### src/rtl/exc_ctrl_pkg.sv
// Shared CP0 definitions: register numbers, exception codes and PC-select
// encodings. The core's PC mux decodes Selpc with the same values.
package exc_ctrl_pkg;

    localparam logic [4:0] C0_STATUS = 5'd12;
    localparam logic [4:0] C0_CAUSE  = 5'd13;
    localparam logic [4:0] C0_EPC    = 5'd14;

    localparam int LVL_W    = 4;
    localparam int STATUS_W = 3 * LVL_W;

    // ExcCode field of Cause[3:2]
    typedef enum logic [1:0] {
        EXC_INT    = 2'b00,
        EXC_SYS    = 2'b01,
        EXC_UNIMPL = 2'b10,
        EXC_OV     = 2'b11
    } exc_code_e;

    // PC source select driven to the core
    typedef enum logic [1:0] {
        SEL_NEXT = 2'b00,
        SEL_EPC  = 2'b01,
        SEL_VEC  = 2'b10
    } selpc_e;

    // Status mask bit positions within the active level
    localparam int MSK_INT    = 0;
    localparam int MSK_SYS    = 1;
    localparam int MSK_UNIMPL = 2;
    localparam int MSK_OV     = 3;

endpackage

### src/rtl/exc_ctrl_int_sync.sv
// Two-flop synchronizer for the asynchronous external interrupt request.
module exc_ctrl_int_sync (
    input  logic Clk,
    input  logic Rst,
    input  logic async_in,
    output logic sync_out
);

    logic meta;

    // Two back-to-back flops; a reset drops any request in flight
    always_ff @(posedge Clk) begin
        if (Rst) begin
            meta     <= 1'b0;
            sync_out <= 1'b0;
        end else begin
            meta     <= async_in;
            sync_out <= meta;
        end
    end

endmodule

### src/rtl/exc_ctrl.sv
// Coprocessor 0: Status/Cause/EPC, exception and interrupt redirect of the
// single-cycle core. Redirect/cancel are combinational so they reach the PC
// mux and write enables in the same cycle as the offending instruction.
module exc_ctrl
    import exc_ctrl_pkg::*;
#(
    parameter logic [31:0] VECTOR = 32'h0000_0008
) (
    input  logic        Clk,
    input  logic        Rst,
    input  logic [31:0] Pc,
    input  logic [31:0] Pc_next,
    input  logic        Intr,
    input  logic        Ov,
    input  logic        Unimpl,
    input  logic        Syscall,
    input  logic        Mtc0,
    input  logic        Mfc0,
    input  logic        Eret,
    input  logic [4:0]  C0addr,
    input  logic [31:0] Wdata,
    output logic [31:0] Rdata,
    output logic [1:0]  Selpc,
    output logic [31:0] Epc,
    output logic        Cancel,
    output logic        Inta
);

    // The handler address itself lives in the core's PC mux; only its
    // word alignment is checked here.
    if (VECTOR[1:0] != 2'b00) begin : g_bad_vector
        $error("exc_ctrl: VECTOR must be word aligned");
    end

    logic [STATUS_W-1:0] status;
    logic [1:0]          cause;
    logic [31:0]         epc;
    logic                int_s;
    logic                sync_exc;
    logic [1:0]          exc_code;
    logic                int_take;
    logic [LVL_W-1:0]    act;

    exc_ctrl_int_sync u_int_sync (
        .Clk      (Clk),
        .Rst      (Rst),
        .async_in (Intr),
        .sync_out (int_s)
    );

    assign act = status[LVL_W-1:0];
    assign Epc = epc;

    // Masked exception detect with fixed priority Unimpl > Ov > Syscall
    always_comb begin
        sync_exc = 1'b0;
        exc_code = EXC_INT;
        if (Unimpl && act[MSK_UNIMPL]) begin
            sync_exc = 1'b1;
            exc_code = EXC_UNIMPL;
        end else if (Ov && act[MSK_OV]) begin
            sync_exc = 1'b1;
            exc_code = EXC_OV;
        end else if (Syscall && act[MSK_SYS]) begin
            sync_exc = 1'b1;
            exc_code = EXC_SYS;
        end
    end

    // An interrupt yields to a sync exception and is held off a cycle by
    // Eret/Mtc0 so it is judged against the Status they leave behind.
    assign int_take = int_s && act[MSK_INT] && !sync_exc && !Eret && !Mtc0;

    // Redirect and cancel for the current instruction
    always_comb begin
        Cancel = sync_exc;
        if (sync_exc || int_take) Selpc = SEL_VEC;
        else if (Eret)            Selpc = SEL_EPC;
        else                      Selpc = SEL_NEXT;
    end

    // CP0 read port; unmapped numbers read as zero regardless of Mfc0
    always_comb begin
        case (C0addr)
            C0_STATUS: Rdata = {{(32-STATUS_W){1'b0}}, status};
            C0_CAUSE:  Rdata = {28'b0, cause, 2'b00};
            C0_EPC:    Rdata = epc;
            default:   Rdata = 32'b0;
        endcase
    end

    // Register updates: exception beats interrupt beats Eret/Mtc0
    always_ff @(posedge Clk) begin
        if (Rst) begin
            status <= '0;
            cause  <= 2'b00;
            epc    <= 32'b0;
            Inta   <= 1'b0;
        end else begin
            Inta <= int_take;
            if (sync_exc) begin
                epc    <= Pc;
                cause  <= exc_code;
                status <= {status[STATUS_W-LVL_W-1:0], {LVL_W{1'b0}}};
            end else if (int_take) begin
                epc    <= Pc_next;
                cause  <= EXC_INT;
                status <= {status[STATUS_W-LVL_W-1:0], {LVL_W{1'b0}}};
            end else begin
                if (Eret)
                    status <= {{LVL_W{1'b0}}, status[STATUS_W-1:LVL_W]};
                if (Mtc0) begin
                    case (C0addr)
                        C0_STATUS: status <= Wdata[STATUS_W-1:0];
                        C0_CAUSE:  cause  <= Wdata[3:2];
                        C0_EPC:    epc    <= Wdata;
                        default:   ;
                    endcase
                end
            end
        end
    end

endmodule

### config.mk
export PLATFORM = sky130hd
export DESIGN_NAME = exc_ctrl
export DESIGN_NICKNAME = d
export VERILOG_FILES = /design/src/rtl/exc_ctrl_pkg.sv /design/src/rtl/exc_ctrl_int_sync.sv /design/src/rtl/exc_ctrl.sv
export SDC_FILE = /design/constraint.sdc
export NUM_CORES = 1
export LEC_CHECK = 0
export ABC_CLOCK_PERIOD_IN_PS = 1700
export CAP_MARGIN = 20
export CORE_MARGIN = 2
export CORE_UTILIZATION = 33
export CTS_CLUSTER_SIZE = 8
export DETAILED_ROUTE_END_ITERATION = 6
export PLACE_DENSITY = 0.86
export SLEW_MARGIN = 20
export SYNTH_ARGS = -nofsm -noshare
export SYNTH_HDL_FRONTEND = slang
export SYNTH_SLANG_ARGS = --single-unit
### constraint.sdc
create_clock -name Clk -period 1.7 [get_ports Clk]
set_input_delay 0.17 -clock Clk [delete_from_list [all_inputs] [get_ports Clk]]
set_output_delay 0.17 -clock Clk [all_outputs]
set_load 0.01 [all_outputs]
==> impl_metrics.yaml <==
floorplan:
  die_area_um2: 9219
  die_width_um: 96.02
  io_pins: 178
  num_rows: 33
  core_area_um2: 8217
  initial_core_util_pct: 34.00
  die_y_um: 96.02
power_and_ir_drop:
  ir_drop_v: 0.0003099
  p_leak_nw: 2.214
  power_density_nw_per_um2: 477.0
global_routing:
  grt_max_degree: 41
  grt_pass1_wl_um: 18020
  grt_pass1_vias: 3521
  overflow: 0
  grtUsageTotal_pct: 25.46
  antenna_found_initial: 0
routing:
  routed_via_density: 5.369
  dr.pass1.iters: 4
  drtIter0Drc: 140
  vias: 3651
  drc: 0
  routed_wl_um: 12490
  ant_nets: 0
  wl_per_cell_um: 18.36
timing:
  period_needed_ns: 1.850
  setup_ws_ns: -0.1499
  worst_pin_slew_ns: 0.3838
  slew_headroom_pct: 74.41
  skew_ns: 0.006675
  rsz0062_at_grt: "true"
  clock.fmax_mhz: 540.6
  whs_ns: 0.4348
  setup_viol: 39
  slew_violations: 0
  fin_crit_sh_pct: 108.8
  final_hold_viol_count: 0
logic_synthesis:
  synth_fp_nets: 471
  synth_commonest_cells: "nand2_1, dfxtp_1, nor2_1"
  ys_seq_area_share_pct: 35.11
  ys_seq_elements: 49
  synthMuxAreaShare_pct: 3.583
  synth.top_cell.area_share_pct: 35.11
  yosysMostFrequentCell: "nand2_1"
  syn_avg_cell_area_um2: 7.739
  yosys.area.top_type: "dfxtp_1"
  synth_edf_count: 0
  synth-xor-area-share_pct: 0
  ys_warn_count: 0
  synthAdderAreaFrac_pct: 0
  synth-simple-area-share_pct: 25.79
  synthesis.area_um2: 2794
  ys_async_sr_fraction_pct: 0
  synthFlopType: "dfxtp_1"
  synth_top_family_by_area: "compound AO/OA/AOI/OAI gates"
  synth_compound_gate_area_share_pct: 28.75
  ys_types: 35
  synthCells: 361
  synth_area_leaders: "dfxtp_1, a22o_1, nand2_1"
cells_and_area:
  post-route-util_pct: 64.18
  nFillCells: 695
  n_antenna_cell: 0
  drive_above_1_share_pct: 20.70
  seq_area_um2: 983.4
  multi_input_area_um2: 1750
  nets: 685
  syn_to_final_growth_pct: 88.76
worst_setup_path:
  r2r-end: "Epc[10]$_SDFFE_PP0P_"
  r2r_start: "status[1]$_SDFF_PP0_"
  cp.arrival_ns: 2.09
  slowest_stage: "clkdlybuf4s50_1"
  cpPeakStageDelay_ns: 0.44
  path_cells: "clkdlybuf4s50_1 -> a222oi_1 -> buf_4 -> and2_4 -> inv_8 -> nor3b_4 -> buf_6 -> clkbuf_16 -> a22o_1"
  criticalPathCategory: "input pin to flip-flop"
  startpoint_type: "input pin"
  required_ns: 1.94
  rr_worst_depth: 8
  path_buf_inv: 5
  crit_path_end_kind: "flip-flop"
  ff2ff_setup_slack_ns: -0.14
  cp_top_family: "buffers and inverters"
  cp_max_fo: 6
min_path:
  holdPathStages: 2
  worstHoldPathType: "input pin to flip-flop"
  min-delay-start: "Intr"
  whs_endpoint: "u_int_sync.meta$_SDFF_PP0_"
run_status:
  violations: "negative setup slack"
  status: "complete, but fails checks"
placement:
  portBuffers: 176
  routabilityCongestion: 0.8919
  hpwl_um: 8804
  dpl_worst_slack_ns: -0.6301
run:
  cap_violations: 0
cts:
  path_clk_slew_ns: 0.09
  cts_tree: "built"
  cts_buffers: 5
  clock_path_buffers: 2
  root_buffer: "clkbuf_8"
  postCtsHoldBufs: 0
  clk_latency_ns: 0.29
  cts_max_level: 2
  clock_sinks: 49
## layout make-up
class	instances	share of cell area, %
Inverter	4	0.4270
Timing Repair Buffer	242	43.61
Sequential cell	49	18.65
Tap cell	105	2.491
Multi-Input combinational cell	273	33.19
Clock buffer	7	1.637
## layer usage
| metal | track usage, % | routed length [um] |
|---|---|---|
| met5 | 0 | 0 |
| met2 | 45.14 | 6310 |
| met4 | 9.405 | 345 |
| met1 | 30.40 | 4880 |
| met3 | 4.699 | 951 |
## cell usage in the layout, fill, tap and decap left out, types with 2 or more instances in the layout
cell	Yosys	layout
dlygate4sd2_1	0	8
dfxtp_2	0	2
mux2i_1	10	10
o21ai_0	5	5
a22o_1	42	42
inv_1	3	2
buf_6	4	16
buf_2	8	14
clkbuf_8	0	6
clkdlybuf4s15_2	0	2
clkdlybuf4s15_1	0	7
nand2_1	73	73
a31oi_1	32	32
a2111oi_4	0	4
nor2b_1	4	2
a311oi_1	4	4
o211ai_1	3	3
a22oi_1	2	2
nand3b_1	5	5
clkdlybuf4s50_1	0	135
nor2b_4	0	2
buf_4	0	43
and2_4	0	3
a21oi_1	7	7
clkbuf_2	0	9
dfxtp_1	49	47
nor2_1	46	46
and2_1	22	19
buf_12	0	5
## kinds of logic (layout without fill, tap and decap cells)
group                  Yosys count  count (layout)
muxes                           10              10
buffers and inverters           39             253
AOI/OAI and AO/OA              105             105
DFF                             49              49
and+or+nand+nor                158             158
## registers in the layout, indices dropped and copies added (netlist names)
signal / flops
Epc: 32
status: 12
cause: 2
Inta: 1
u_int_sync.meta: 1
u_int_sync.sync_out: 1
## worst max-delay path by stage
stage / startpoint / endpoint / slack, ns / cells past startpoint
global placement: Syscall / Epc[25]$_SDFFE_PP0P_ / -0.61 / 7
detailed placement: Syscall / Epc[27]$_SDFFE_PP0P_ / -0.63 / 7
global route: status[1]$_SDFF_PP0_ / Epc[18]$_SDFFE_PP0P_ / -0.17 / 8
CTS: status[1]$_SDFF_PP0_ / Selpc[0] / -0.07 / 6
floorplan: status[3]$_SDFF_PP0_ / Epc[0]$_SDFFE_PP0P_ / -0.01 / 8
finish: Syscall / Epc[10]$_SDFFE_PP0P_ / -0.15 / 9
## stage by stage
| step | setup TNS, ns | instance area, um2 | cells | total power, mW |
|---|---|---|---|---|
| 2_1_floorplan | -0.3233 | 2804 | 361 | 1.397 |
| 3_3_place_gp | -37.50 | 4916 | 651 | 1.774 |
| 3_5_place_dp | -40.13 | 4916 | 651 | 1.786 |
| 4_1_cts | -1.258 | 5187 | 677 | 2.511 |
| 5_1_grt | -5.665 | 5274 | 680 | 2.630 |
| 6_report | -4.410 | 5274 | 680 | 2.516 |
## where the power goes
| part | total, mW | leakage, nW | switching, mW | internal, mW |
|---|---|---|---|---|
| Sequential | 1.20 | 0.397 | 0.0261 | 1.17 |
| Clock | 0.684 | 0.0443 | 0.361 | 0.324 |
| Combinational | 0.631 | 1.77 | 0.221 | 0.409 |
## what timing repair did
item	4_1_cts	5_1_grt
buffers inserted	13	5
hold endpoints to repair	0	0
endpoints found under the setup margin	81	69
gates resized for setup	123	40
pin swaps	5	10
cloned	6	1
(Power assumes the default switching activity.)
